File: config.mk
export PLATFORM = sky130hd
export DESIGN_NAME = hook_motion_ctrl
export DESIGN_NICKNAME = d
export VERILOG_FILES = /design/src/rtl/hook_motion_ctrl.sv
export SDC_FILE = /design/constraint.sdc
export NUM_CORES = 1
export LEC_CHECK = 0
export CORE_UTILIZATION = 30
export DETAILED_ROUTE_END_ITERATION = 8
export GPL_ROUTABILITY_DRIVEN = 0
export HOLD_SLACK_MARGIN = 0.12
export PLACE_DENSITY = 0.61
export SYNTH_ARGS = -nofsm -noshare
export SYNTH_HDL_FRONTEND = slang
export SYNTH_SLANG_ARGS = --single-unit
File: constraint.sdc
create_clock -name clock -period 2.23 [get_ports clock]
set_clock_uncertainty 0.05 [all_clocks]
set_input_delay 0.446 -clock clock [delete_from_list [all_inputs] [get_ports clock]]
set_output_delay 0.446 -clock clock [all_outputs]
set_load 0.03 [all_outputs]
File: src/rtl/hook_motion_ctrl.sv
// hook_motion_ctrl: per-frame erase/update/draw sequencer for the hook renderer,
// owning the hook's swing, extend and retract motion state.
module hook_motion_ctrl #(
  parameter int DEG_MIN  = 10,
  parameter int DEG_MAX  = 150,
  parameter int DEG_STEP = 2,
  parameter int LEN_MIN  = 20,
  parameter int LEN_MAX  = 200,
  parameter int EXT_STEP = 4,
  parameter int RET_STEP = 4
) (
  input  logic       clock,
  input  logic       reset,
  input  logic       frame_tick,
  input  logic       fire,
  input  logic       hit,
  input  logic [1:0] hit_weight,
  input  logic       draw_done,
  output logic       draw_enable,
  output logic       draw_erase,
  output logic [8:0] degree,
  output logic [9:0] length,
  output logic       busy,
  output logic       overrun,
  output logic       caught,
  output logic [1:0] motion
);
  typedef enum logic [2:0] {R_WAIT, R_ERASE, R_ERASE_WAIT, R_UPDATE, R_DRAW, R_DRAW_WAIT} rstate_t;
  localparam logic [1:0] SWING = 2'd0, EXTEND = 2'd1, RETRACT = 2'd2;
  rstate_t state, state_n;
  logic dir, load, fire_l, hit_l, upd;
  logic [1:0] weight, motion_n;
  logic [8:0] degree_n;
  logic [9:0] length_n, ret_sh, ret_step;
  logic [10:0] deg_up, len_ext;
  logic dir_n, load_n, caught_n;
  always_ff @(posedge clock) begin
    if (reset) state <= R_WAIT;
    else state <= state_n;
  end
  always_comb begin
    state_n = state;
    case (state)
      R_WAIT:       state_n = frame_tick ? R_ERASE : R_WAIT;
      R_ERASE:      state_n = R_ERASE_WAIT;
      R_ERASE_WAIT: state_n = draw_done ? R_UPDATE : R_ERASE_WAIT;
      R_UPDATE:     state_n = R_DRAW;
      R_DRAW:       state_n = R_DRAW_WAIT;
      R_DRAW_WAIT:  state_n = draw_done ? R_WAIT : R_DRAW_WAIT;
      default:      state_n = R_WAIT;
    endcase
  end
  always_comb begin
    draw_enable = state == R_ERASE || state == R_DRAW;
    draw_erase = state == R_ERASE;
    busy = state != R_WAIT;
    upd = state == R_UPDATE;
  end
  // One motion step, committed only while the sequencer sits in R_UPDATE.
  always_comb begin
    degree_n = degree;
    length_n = length;
    motion_n = motion;
    dir_n = dir;
    load_n = load;
    caught_n = 1'b0;
    deg_up = 11'(degree) + 11'(DEG_STEP);
    len_ext = 11'(length) + 11'(EXT_STEP);
    ret_sh = 10'(RET_STEP) >> weight;
    ret_step = !load ? 10'(RET_STEP) : (ret_sh == '0 ? 10'd1 : ret_sh);
    case (motion)
      SWING: begin
        if (fire_l) motion_n = EXTEND;
        else if (!dir) begin
          degree_n = deg_up >= 11'(DEG_MAX) ? 9'(DEG_MAX) : deg_up[8:0];
          dir_n = deg_up >= 11'(DEG_MAX);
        end else begin
          degree_n = 11'(degree) <= 11'(DEG_MIN) + 11'(DEG_STEP) ? 9'(DEG_MIN) : degree - 9'(DEG_STEP);
          dir_n = !(11'(degree) <= 11'(DEG_MIN) + 11'(DEG_STEP));
        end
      end
      EXTEND: begin
        if (hit_l) begin
          motion_n = RETRACT;
          load_n = 1'b1;
        end else if (len_ext >= 11'(LEN_MAX)) begin
          length_n = 10'(LEN_MAX);
          motion_n = RETRACT;
          load_n = 1'b0;
        end else length_n = len_ext[9:0];
      end
      default: begin
        if (11'(length) <= 11'(LEN_MIN) + 11'(ret_step)) begin
          length_n = 10'(LEN_MIN);
          motion_n = SWING;
          caught_n = load;
          load_n = 1'b0;
        end else length_n = length - ret_step;
      end
    endcase
  end
  always_ff @(posedge clock) begin
    if (reset) begin
      degree <= 9'(DEG_MIN);
      length <= 10'(LEN_MIN);
      motion <= SWING;
      dir <= 1'b0;
      load <= 1'b0;
      fire_l <= 1'b0;
      hit_l <= 1'b0;
      weight <= 2'd0;
      caught <= 1'b0;
      overrun <= 1'b0;
    end else begin
      overrun <= frame_tick && state != R_WAIT;
      caught <= upd && caught_n;
      if (upd) begin
        degree <= degree_n;
        length <= length_n;
        motion <= motion_n;
        dir <= dir_n;
        load <= load_n;
      end
      // Requests arriving during R_UPDATE survive into the next frame unless the motion changes.
      if (upd && motion_n != motion) begin
        fire_l <= 1'b0;
        hit_l <= 1'b0;
      end else begin
        fire_l <= (fire_l && !upd) || (fire && motion == SWING);
        hit_l <= (hit_l && !upd) || (hit && motion == EXTEND);
        if (hit && motion == EXTEND && (!hit_l || upd)) weight <= hit_weight;
      end
    end
  end
endmodule

# Word level (Yosys, flattened, before mapping)
# Index checks and enable logic that the tools add are counted.
# totals
reg_bits,32
output_inout_bits,26
elab_cells,84
# op_classes
add_sub_neg,5
n_lt_le_gt_ge,4
n_eq_ne,9
shifts,1
mux,25
bitwise_logic,3
n_reduce_logical,26
# op_table
op,count
$mux W10,5
$mux W9,3
$pmux W10 S2,1
$pmux W3 S6,1
$add A10 B3 Y11 const B,1
$add A5 B10 Y11 const A,1
$ge A11 B8 Y1 const B,1
$le A10 B11 Y1,1
$add A9 B2 Y10 const B,1
$ge A10 B8 Y1 const B,1
$logic_not A10 Y1,1
$shr A3 B2 Y10 const A,1
$sub A10 B10 Y10,1
$le A9 B4 Y1 const B,1
$sub A9 B2 Y9 const B,1
$logic_and A1 B1 Y1,8
$mux W1,8
$mux W2,4
$eq A3 B2 Y1 const B,2
$eq A3 B3 Y1 const B,2
$reduce_and A3 Y1,2
$logic_or A1 B1 Y1,4
$pmux W2 S2,1
$reduce_and A4 Y1,1
other kinds (15),20

# Logic depth before layout (Yosys ltp)
# Gate-level depths: netlist of the first run.
# logic_depth
depth_word,12
mapped_depth,10
ltp_nobuf,10

# Worst setup path before layout of the first run
# No wires, ideal clock.
# synth_path
path_type,flip-flop to flip-flop
start,register length[3]
end,register load
arrival_time_ns,2.265
required_ns,2.101
setup_slack_ns,-0.164
path_stages_with_launch,10
n_path_buf,1
path_cell_list,dfxtp_1 buf_2 inv_1 ha_1 inv_1 o41ai_1 a32o_1 o21ai_2 a32o_1 a211oi_2
# synth_via
elab_chain_cells,4
word_cells_on_any_way,6
# synth_rtl
element,line_no,rtl
"start, declared",22,"output logic [9:0] length,"
"start signal, assigned",105,length <= 10'(LEN_MIN);
"start signal, assigned",119,length <= length_n;
$add A10 B3 Y11,68,len_ext = 11'(length) + 11'(EXT_STEP);
$ge A11 B8 Y1,86,end else if (len_ext >= 11'(LEN_MAX)) begin
$ne A3 B3 Y1 (no line),-,
$reduce_and A4 Y1 (no line) (*),-,
"end signal, assigned",122,load <= load_n;
"end, declared",31,"logic dir, load, fire_l, hit_l, upd;"
# Mark *: on every way between the ends. The rest lies on a longest branch, timed or not.
# A chain may end at the register's enable or synchronous reset.

# Worst setup path in the final report of the first run
# layout_path
start,register load
end,register length[5]
# layout_via
elab_chain_cells,5
word_cells_on_any_way,6
# layout_rtl
element,line_no,rtl
$mux W10 (*),70,ret_step = !load ? 10'(RET_STEP) : (ret_sh == '0 ? 10'd1 : ret_sh);
$add A5 B10 Y11,93,if (11'(length) <= 11'(LEN_MIN) + 11'(ret_step)) begin
$le A10 B11 Y1,93,
$mux W10 (*),93,
$pmux W10 S2 (*),71,case (motion)
# Marked as above.

==> run summary, run 1 <==
• **result of the run** finished, violations left
• **failing checks** setup timing
• **most frequently used flop master after synthesis** dfxtp_1
• **crit end category** flop
• **adder and majority gate portion of the synthesized area** 0.06438
• **power density of the placed cells** 382.7 nW/um2
• **number of fill cells** 800
• **Startpoint Class** flop
• **DP Area** 3136 um2
• **CTS H-tree depth** 2
• **number of nets in the final layout** 401
• **total standard cell area after synthesis** 2449 um2
• **TritonRoute pass-1 iters** 4
• **final critical-path setup slack** -0.02671 ns
• **setup repair after global routing missed its margin** true
• **final non-filler cell area** 3392 um2
• **Worst-Margin Slew** 0.5206 ns
• **antenna fix cells** 0
• **crit path cell chain** nand2_2 -> or2_4 -> ha_4 -> nand4_1 -> a2111o_1 -> o21ai_4 -> nor3_1 -> a211o_1 -> a32o_1
• **leakage power** 1.344 nW
• **proportion of register bits with asynchronous set or reset after synthesis** 0
• **TritonCTS clock tree** built
• **CTS sink cnt** 31
• **Post-synth EDFFs** 0
• **wire length of the first global-routing pass** 11530 um
• **Die Span Y** 92.35 um
• **reg-to-reg slack, setup** -0.03 ns
• **biggest cell delay along the critical path** 0.47 ns
• **Num CTS Buffers** 5
• **Unique masters post-synth** 68
• **fraction of layout instances using a drive strength above 1** 0.2461
• **worst-skew pair later-pin latency** 0.29 ns
• **number of failing hold endpoints at the final stage** 0
• **total of warnings raised by yosys** 0
• **cells after synthesis** 321
• **floorplan row count** 32
• **final critical delay including setup and external delays** 2.257 ns
• **via count** 2603
• **starting utilization of the core area** 0.3136
• **worst hold margin** 0.4674 ns
• **synthesized-area fraction occupied by and/or/nand/nor cells** 0.2902
• **largest net degree at the start of global routing** 21
• **setup TNS after final layout** -0.03834 ns
• **fin util** 0.4345
• **combinational family with the most area after synthesis** simple AND/OR/NAND/NOR gates
• **Worst Path Required** 2.37 ns
• **number of synthesized register bits** 31
• **number of nets in the synthesized netlist** 341
• **core region area** 7807 um2
• **number of antenna-violating nets in the routed design** 0
• **proportion of synthesized area in mux cells** 0.008176
• **critical path fanouts, max** 5
• **Post-CTS Hold Fix Bufs** 0
• **area grow syn2layout** 38.53%
• **all-layer global routing usage** 0.1677
• **iteration-0 DRC count of the detailed router** 87
• **die boundary width** 92.35 um
• **worst relative slew slack** 0.6529
• **quantity of I/O buffers inserted on ports** 32
• **Root Driver** clkbuf_8
• **initial antenna violation count** 0
• **share of synthesized area occupied by flip-flops and latches** 0.2534
• **worst ir drop on vdd** 0.0002226 V
• **Slew Limit Fails** 0
• **share of the synthesized netlist area taken by xor and xnor gates** 0.03577
• **average via count per standard cell** 5.378
• **standard cell with the maximum stage delay on the critical path** a2111o_1
• **final WL** 7083 um
• **Post-route DRC** 0
• **kind of critical path** flop to flop
• **post-synthesis compound-gate area fraction** 0.2790
• **clock transition time at the flip-flop clock pins of the worst setup and hold paths** 0.07 ns
• **top-level port count** 34
• **path type of the worst min-delay path** flop to flop
• **average detailed-routed wire length per instance** 14.63 um
• **die area** 8528 um2
• **data arrival time of the worst path** 2.39 ns
• **max-capacitance violation count** 0
• **fmax** 443.1 MHz
• **Design Power** 0.001298 W
• **Max clock buf depth** 2
• **sum of overflow across all layers after global routing** 0
• **Syn Area/Cell** 7.628 um2
• **share of the cycle needed by the critical path after routing** 1.012
• **detailed placer's ending HPWL** 5242 um
• **via count of the first global-routing pass** 2421
• **Final Setup Violations** 2
==> final cells by class <==
cell class                      instances  area (um2)  area share
Tap cell                              102       127.6     0.03762
Sequential cell                        31       638.1      0.1881
Timing Repair Buffer                   77       674.4      0.1988
Clock buffer                            8       100.1     0.02951
Multi-Input combinational cell        253        1803      0.5315
Inverter                               13       48.80     0.01439
==> cells in the mapped netlist, types with 3 or more instances <==
| library cell | count | area, um2 |
|---|---|---|
| o21ai_0 | 17 | 85.08 |
| o21a_1 | 3 | 22.52 |
| o2bb2ai_1 | 3 | 26.28 |
| and3_1 | 6 | 37.54 |
| o211a_1 | 3 | 30.03 |
| clkbuf_1 | 11 | 41.29 |
| o21ai_2 | 3 | 26.28 |
| a21oi_1 | 23 | 115.1 |
| a32o_1 | 3 | 30.03 |
| dfxtp_1 | 31 | 620.6 |
| nor3_1 | 13 | 65.06 |
| xnor2_1 | 8 | 70.07 |
| and2_1 | 4 | 25.02 |
| a31oi_1 | 7 | 43.79 |
| or3_1 | 8 | 50.05 |
| a211oi_1 | 4 | 30.03 |
| nor4_1 | 4 | 25.02 |
| o211ai_1 | 7 | 52.55 |
| nor2_1 | 31 | 116.4 |
| nand4b_1 | 3 | 26.28 |
| nor3b_1 | 4 | 30.03 |
| nand3_1 | 5 | 25.02 |
| nor2b_1 | 5 | 31.28 |
| nand2_1 | 22 | 82.58 |
| nand2b_1 | 6 | 37.54 |
| buf_2 | 9 | 45.04 |
| inv_1 | 13 | 48.80 |
| o21ai_1 | 5 | 25.02 |
| ha_1 | 11 | 137.6 |
==> metal layers <==
metal	GRT usage	wire length [um]	vias up	share of wire
met5	0	0	-	0
met4	0.04427	97	0	0.014
met3	0.02545	339	11	0.048
met2	0.2895	3455	64	0.49
li1	-	-	1301	-
met1	0.2163	3190	1227	0.45
==> sequential cells by signal, indices dropped and copies added (netlist names) <==
register,cells
state,3
motion,2
degree,8
length,10
weight,2
fire_l,1
load,1
overrun,1
dir,1
hit_l,1
caught,1
==> final timing paths <==
| path | depth (start not counted) | start | endpoint |
|---|---|---|---|
| setup / recovery | 9 | load$_SDFFE_PP0P_ | length[5]$_SDFFE_PP0P_ |
| hold / removal | 1 | length[0]$_SDFFE_PP0P_ | length[0]$_SDFFE_PP0P_ |
| setup reg to reg | 9 | load$_SDFFE_PP0P_ | length[5]$_SDFFE_PP0P_ |
| hold reg to reg | 1 | length[0]$_SDFFE_PP0P_ | length[0]$_SDFFE_PP0P_ |
==> cell usage in the layout (no fill, tap or decap), types with 9 or more instances in the layout <==
| master | synthesis | routed |
|---|---|---|
| nor2_1 | 31 | 29 |
| buf_4 | 2 | 42 |
| ha_1 | 11 | 9 |
| o21ai_0 | 17 | 15 |
| a21oi_1 | 23 | 17 |
| inv_1 | 13 | 13 |
| dfxtp_1 | 31 | 25 |
| clkdlybuf4s50_1 | 0 | 30 |
| nor3_1 | 13 | 12 |
| nand2_1 | 22 | 21 |
==> worst max-delay path: cells and delay by family (launching register included) <==
kind            cells  cell delay [ns]
compound gates      4             1.00
simple gates        4             0.46
fa+ha+maj           1             0.28
flops               1             0.36
==> where the power goes <==
group | internal, W | switching (W) | total (W)
combinational | 0.0000975 | 0.000119 | 0.000216
sequential | 0.000565 | 0.0000270 | 0.000592
clock | 0.000281 | 0.000209 | 0.000490
total | 0.000944 | 0.000354 | 0.00130
==> through the flow <==
step | setup WS [ns] | cells
2_1_floorplan | 0.01021 | 321
3_3_place_gp | -0.06188 | 475
3_5_place_dp | -0.1559 | 475
4_1_cts | 0.00005818 | 484
5_1_grt | -0.1127 | 484
6_report | -0.02671 | 484
==> logic make-up after synthesis <==
kind of cell               after synthesis
AOI/OAI and AO/OA                      100
xor gates and xnor gates                10
adders and majority gates               12
buffers and inverters                   37
DFF                                     31
muxes                                    2
other                                    1
and+or+nand+nor                        128
==> timing repair <==
action	CTS	global route
hold endpoints to repair	0	0
buffers inserted	1	0
pin swaps	3	12
resized for setup	7	28
setup endpoints to repair	8	19
Note: power is estimated with default switching activity, not from simulation.
==> run 2, diff against run 1 <==
- CORE_MARGIN: not set -> 1.5
- SETUP_SLACK_MARGIN: not set -> 0.1
==> run 2 against run 1 <==
The run still ends with setup timing left. Largest cell class unchanged. Global-route usage shrank 0.90 points. First-iteration DRC count rose by 14%. Cell count shrank 1.7%. Setup slack better by 0.020 ns. Power shrank 6.0%. Register-to-register slack improved by 0.02 ns.
==> run summary, run 2 (synthesis gave the netlist of run 1 again) <==
• **result of the run** finished, violations left, unchanged
• **failing checks** setup timing, unchanged
• **TritonCTS clock tree** built, unchanged
• **average via count per standard cell** 5.523, was 5.378
• **final WL** 6965 um, was 7083 um
• **path type of the worst min-delay path** flop to flop, unchanged
• **fraction of layout instances using a drive strength above 1** 0.2594, was 0.2461
• **via count of the first global-routing pass** 2397, was 2421
• **TritonRoute pass-1 iters** 6, was 4
• **Post-route DRC** 0, unchanged
• **Post-CTS Hold Fix Bufs** 0, unchanged
• **setup TNS after final layout** -0.006623 ns, was -0.03834 ns
• **max-capacitance violation count** 0, unchanged
• **Design Power** 0.001221 W, was 0.001298 W
• **average detailed-routed wire length per instance** 14.63 um, about the same
• **detailed placer's ending HPWL** 5021 um, was 5242 um
• **P_sw** 0.0003475 W, was 0.0003544 W
• **worst-skew pair later-pin latency** 0.28 ns, was 0.29 ns
• **Max clock buf depth** 2, unchanged
• **wire length of the first global-routing pass** 11250 um, was 11530 um
• **Startpoint Class** flop, unchanged
• **floorplan row count** 32, unchanged
• **area grow syn2layout** 36.79%, was 38.53%
• **worst ir drop on vdd** 0.0001569 V, was 0.0002226 V
• **data arrival time of the worst path** 2.36 ns, was 2.39 ns
• **commonest non-fill, non-tap cell in the layout** buf_4, unchanged
• **quantity of I/O buffers inserted on ports** 32, unchanged
• **startpoint of the worst register-to-register path** load$_SDFFE_PP0P_, unchanged
• **crit end category** flop, unchanged
• **Worst Path Required** 2.35 ns, was 2.37 ns
• **antenna fix cells** 0, unchanged
• **CTS H-tree depth** 2, unchanged
• **Final Setup Violations** 1, was 2
• **largest net degree at the start of global routing** 21, unchanged
• **Reg power frac** 0.486, was 0.456
• **clock transition time at the flip-flop clock pins of the worst setup and hold paths** 0.07 ns, about the same
• **die boundary width** 93.35 um, was 92.35 um
• **Slew Limit Fails** 0, unchanged
• **number of antenna-violating nets in the routed design** 0, unchanged
• **share of the cycle needed by the critical path after routing** 1.003, was 1.012
• **final critical-path setup slack** -0.006623 ns, was -0.02671 ns
• **internal power** 0.0008732 W, was 0.0009437 W
• **number of failing hold endpoints at the final stage** 0, unchanged
• **core region area** 7807 um2, unchanged
• **starting utilization of the core area** 0.3136, unchanged
• **die area** 8713 um2, was 8528 um2
• **number of nets in the final layout** 393, was 401
• **critical path fanouts, max** 4, was 5
• **final critical delay including setup and external delays** 2.237 ns, was 2.257 ns
• **Num CTS Buffers** 5, unchanged
• **leakage power** 1.280 nW, was 1.344 nW
• **initial antenna violation count** 0, unchanged
• **iteration-0 DRC count of the detailed router** 99, was 87
• **switching portion of total power** 0.2847, was 0.2730
• **start point of the critical path** load$_SDFFE_PP0P_, unchanged
• **kind of critical path** flop to flop, unchanged
• **sum of overflow across all layers after global routing** 0, unchanged
• **Die Span Y** 93.35 um, was 92.35 um
• **Reg with most FFs** length, unchanged
• **commonest cells after routing, fill and taps aside** buf_4 (33), nor2_1 (29), clkdlybuf4s50_1 (29), was buf_4 (42), clkdlybuf4s50_1 (30), nor2_1 (29)
• **CTS sink cnt** 31, unchanged
• **biggest regs** length: 10 flops, degree: 8 flops, state: 3 flops, unchanged
• **fmax** 447.1 MHz, was 443.1 MHz
• **clock share of power** 0.346, was 0.378
• **via count** 2629, was 2603
• **number of flip-flops under the largest register name** 10, unchanged
• **power density of the placed cells** 364.5 nW/um2, was 382.7 nW/um2
• **Root Driver** clkbuf_8, unchanged
• **setup repair after global routing missed its margin** true, unchanged
• **all-layer global routing usage** 0.1586, was 0.1677
• **worst hold start** length[3]$_SDFFE_PP0P_, was length[0]$_SDFFE_PP0P_
• **top-level port count** 34, unchanged
• **combinational share of power** 0.169, was 0.166
==> run 2: metal layers <==
metal | up-vias | GRT usage | part of all wire
met2 | 80 | 0.2548 | 0.46
met4 | 0 | 0.04293 | 0.0095
met5 | - | 0 | 0
met1 | 1259 | 0.2150 | 0.47
met3 | 8 | 0.03089 | 0.054
li1 | 1282 | - | -
==> run 2: area by class of cell <==
type,count,area (um2)
sequential,31,639.4
timing repair buffer,69,603.1
inverter,13,48.80
tap,102,127.6
clock buffer,7,76.32
clock inverter,1,5.005
multi-input combinational,253,1849
fill,778,4458
==> run 2: power by group through the flow <==
stage | logic [W] | registers (W) | clock network, W
floorplan | 0.000135 | 0.000599 | 0
global placement | 0.000204 | 0.000606 | 0
detailed placement | 0.000206 | 0.000606 | 0
CTS | 0.000200 | 0.000593 | 0.000438
global route | 0.000224 | 0.000596 | 0.000464
finish | 0.000206 | 0.000593 | 0.000422
==> run 2: worst paths after layout <==
kind,end,slack [ns],cells past startpoint
worst min register to register,length[3]$_SDFFE_PP0P_,0.47,2
worst min-delay path,length[3]$_SDFFE_PP0P_,0.47,2
worst max register to register,length[5]$_SDFFE_PP0P_,-0.007,9
worst max-delay path,length[5]$_SDFFE_PP0P_,-0.007,9
==> run 2: metrics by stage <==
stage,hold WS [ns],cells,worst slack (ns),instance area (um2),util
floorplan,0.4333,321,0.08178,2511,-
global placement,0.4494,463,-0.04161,3075,0.3939
detailed placement,0.4497,463,-0.04719,3075,0.3939
CTS,0.4668,473,0.009867,3209,0.4111
global route,0.4986,476,-0.09358,3349,0.4290
finish,0.4748,476,-0.006623,3349,0.4290
==> run 2: critical path, stage by stage (launching register included) <==
cell	delay (ns)
dfxtp_2	0.35
nand2_1	0.05
or2_4	0.24
ha_4	0.25
nand2b_4	0.07
a21oi_2	0.07
or3_4	0.42
and3_1	0.16
a211o_1	0.27
a32o_1	0.19
==> run 2: what timing repair did <==
action                                  CTS  global route
pin swaps                                 3            11
endpoints found under the setup margin   15            21
resized for setup                        13            24
setup buffers                             2             3
==> run 3, diff against run 2 <==
- CORE_MARGIN: 1.5 -> 5
==> run 3 against run 2 <==
Fmax fell by 0.67%. The flow still finishes with violations (setup timing). Largest cell class unchanged. Clock power rose by 21%. Largest power group unchanged. Sequential power barely moved.
==> run summary, run 3 (synthesis gave the netlist of run 1 again) <==
• **CTS sink cnt** 31, unchanged
• **all-layer global routing usage** 0.1453, was 0.1586
• **number of flip-flops under the largest register name** 10, unchanged
• **Slew Limit Fails** 0, unchanged
• **max-capacitance violation count** 0, unchanged
• **final WL** 7607 um, was 6965 um
• **average detailed-routed wire length per instance** 15.62 um, was 14.63 um
• **Die Span Y** 100.3 um, was 93.35 um
• **share of the cycle needed by the critical path after routing** 1.010, was 1.003
• **result of the run** finished, violations left, unchanged
• **Max clock buf depth** 2, unchanged
• **leakage power** 1.326 nW, was 1.280 nW
• **iteration-0 DRC count of the detailed router** 127, was 99
• **number of failing hold endpoints at the final stage** 0, unchanged
• **critical path fanouts, max** 6, was 4
• **Reg with most FFs** length, unchanged
• **path type of the worst min-delay path** flop to flop, unchanged
• **kind of critical path** flop to flop, unchanged
• **starting utilization of the core area** 0.3026, was 0.3136
• **data arrival time of the worst path** 2.38 ns, was 2.36 ns
• **biggest regs** length: 10 flops, degree: 8 flops, state: 3 flops, unchanged
• **crit path cell chain** nand2_1 -> or2_4 -> ha_4 -> nand4_1 -> a2111o_1 -> o21ai_4 -> buf_6 -> buf_4 -> a211oi_1 -> o211a_1, was nand2_1 -> or2_4 -> ha_4 -> nand2b_4 -> a21oi_2 -> or3_4 -> and3_1 -> a211o_1 -> a32o_1
• **detailed placer's ending HPWL** 5284 um, was 5021 um
• **Startpoint Class** flop, unchanged
• **final cell count without fillers** 487, was 476
• **crit end category** flop, unchanged
• **TritonRoute pass-1 iters** 6, unchanged
• **largest net degree at the start of global routing** 15, was 21
• **power density of the placed cells** 374.9 nW/um2, was 364.5 nW/um2
• **number of nets in the final layout** 401, was 393
• **Post-route DRC** 0, unchanged
• **TritonCTS clock tree** built, unchanged
• **total placed cells including tap cells** 468, was 463
• **via count of the first global-routing pass** 2519, was 2397
• **core region area** 8093 um2, was 7807 um2
• **failing checks** setup timing, unchanged
• **setup TNS after final layout** -0.03427 ns, was -0.006623 ns
• **Num CTS Buffers** 5, unchanged
• **die area** 10070 um2, was 8713 um2
• **Top Family by Delay on Critical Path** compound AO/OA/AOI/OAI gates, was simple AND/OR/NAND/NOR gates
• **clock transition time at the flip-flop clock pins of the worst setup and hold paths** 0.07 ns, about the same
• **initial antenna violation count** 0, unchanged
• **CTS H-tree depth** 2, unchanged
• **wire length of the first global-routing pass** 12090 um, was 11250 um
• **setup repair after global routing missed its margin** true, unchanged
• **Root Driver** clkbuf_8, unchanged
• **die boundary width** 100.3 um, was 93.35 um
• **commonest cells after routing, fill and taps aside** buf_4 (40), nor2_1 (27), clkdlybuf4s50_1 (27), was buf_4 (33), nor2_1 (29), clkdlybuf4s50_1 (29)
• **final critical delay including setup and external delays** 2.252 ns, was 2.237 ns
• **number of antenna-violating nets in the routed design** 0, unchanged
• **Final Setup Violations** 3, was 1
• **quantity of I/O buffers inserted on ports** 32, unchanged
• **fmax** 444.1 MHz, was 447.1 MHz
• **final critical-path setup slack** -0.02180 ns, was -0.006623 ns
• **commonest non-fill, non-tap cell in the layout** buf_4, unchanged
• **average via count per standard cell** 5.546, was 5.523
• **fraction of layout instances using a drive strength above 1** 0.3037, was 0.2594
• **Crit path buffers/inverters** 2, was 0
• **antenna fix cells** 0, unchanged
• **floorplan row count** 33, was 32
• **top-level port count** 34, unchanged
• **sum of overflow across all layers after global routing** 0, unchanged
• **Worst Path Required** 2.36 ns, was 2.35 ns
• **worst-skew pair later-pin latency** 0.28 ns, about the same
• **standard cell with the maximum stage delay on the critical path** a2111o_1, was or3_4
• **area grow syn2layout** 43.69%, was 36.79%
• **biggest cell delay along the critical path** 0.44 ns, was 0.42 ns
• **worst ir drop on vdd** 0.0001956 V, was 0.0001569 V
• **via count** 2701, was 2629
## run 3: cell types whose count changed in the layout (fill, tap and decap cells not counted), moves of 2 or more
cell	delta
buf_4	+7
a21oi_1	-2
a21oi_2	+2
clkbuf_1	-2
clkbuf_8	+2
clkdlybuf4s50_1	-2
ha_1	-2
ha_4	+2
inv_4	+2
nor2_1	-2
nor2_2	+2
## run 3: power breakdown
part           total, W  leakage, nW  internal (W)  switching (W)
sequential     0.000592        0.255      0.000565      0.0000267
combinational  0.000216         1.02     0.0000930       0.000123
clock          0.000512       0.0548      0.000282       0.000230
total           0.00132         1.33      0.000940       0.000379
## run 3: final timing paths
check	from	end	slack [ns]	cells past startpoint
setup / recovery	weight[0]$_SDFFE_PP0P_	length[9]$_SDFFE_PP0P_	-0.02	10
hold / removal	length[0]$_SDFFE_PP0P_	length[0]$_SDFFE_PP0P_	0.46	1
setup reg to reg	weight[0]$_SDFFE_PP0P_	length[9]$_SDFFE_PP0P_	-0.02	10
hold reg to reg	length[0]$_SDFFE_PP0P_	length[0]$_SDFFE_PP0P_	0.46	1
## run 3: layer usage
| layer | up-vias | wire length [um] | track usage |
|---|---|---|---|
| met5 | - | 0 | 0 |
| met4 | 0 | 159 | 0.03834 |
| met3 | 18 | 414 | 0.02919 |
| met2 | 107 | 3808 | 0.2543 |
| met1 | 1273 | 3224 | 0.1812 |
| li1 | 1303 | - | - |
## run 3: repair_timing
action                                  CTS  global route
endpoints found under the setup margin   17            27
hold buffers                              0             0
cloned                                    0             0
setup buffers                             4             7
resized for setup                        22            32
pin swaps                                14            14
## run 3: metrics by stage
stage | cell area, um2 | total power, W | utilization | hold slack, ns | setup slack [ns]
final | 3518 | 0.001319 | 0.4348 | 0.4576 | -0.02180
after global routing | 3518 | 0.001376 | 0.4348 | 0.4860 | -0.1221
after CTS | 3317 | 0.001319 | 0.4099 | 0.4625 | -0.01143
after detailed placement | 3107 | 0.0008158 | 0.3839 | 0.4515 | -0.003198
after global placement | 3107 | 0.0008134 | 0.3839 | 0.4531 | 0.04242
after floorplan | 2511 | 0.0007341 | - | 0.4333 | 0.08178
## run 3: cell type report
class / count / area, um2
clock buffer: 7 / 96.34
inverter: 13 / 51.30
timing repair buffer: 77 / 683.2
clock inverter: 1 / 6.256
multi-input combinational: 253 / 1908
fill: 811 / 4574
sequential: 31 / 641.9
tap: 105 / 131.4
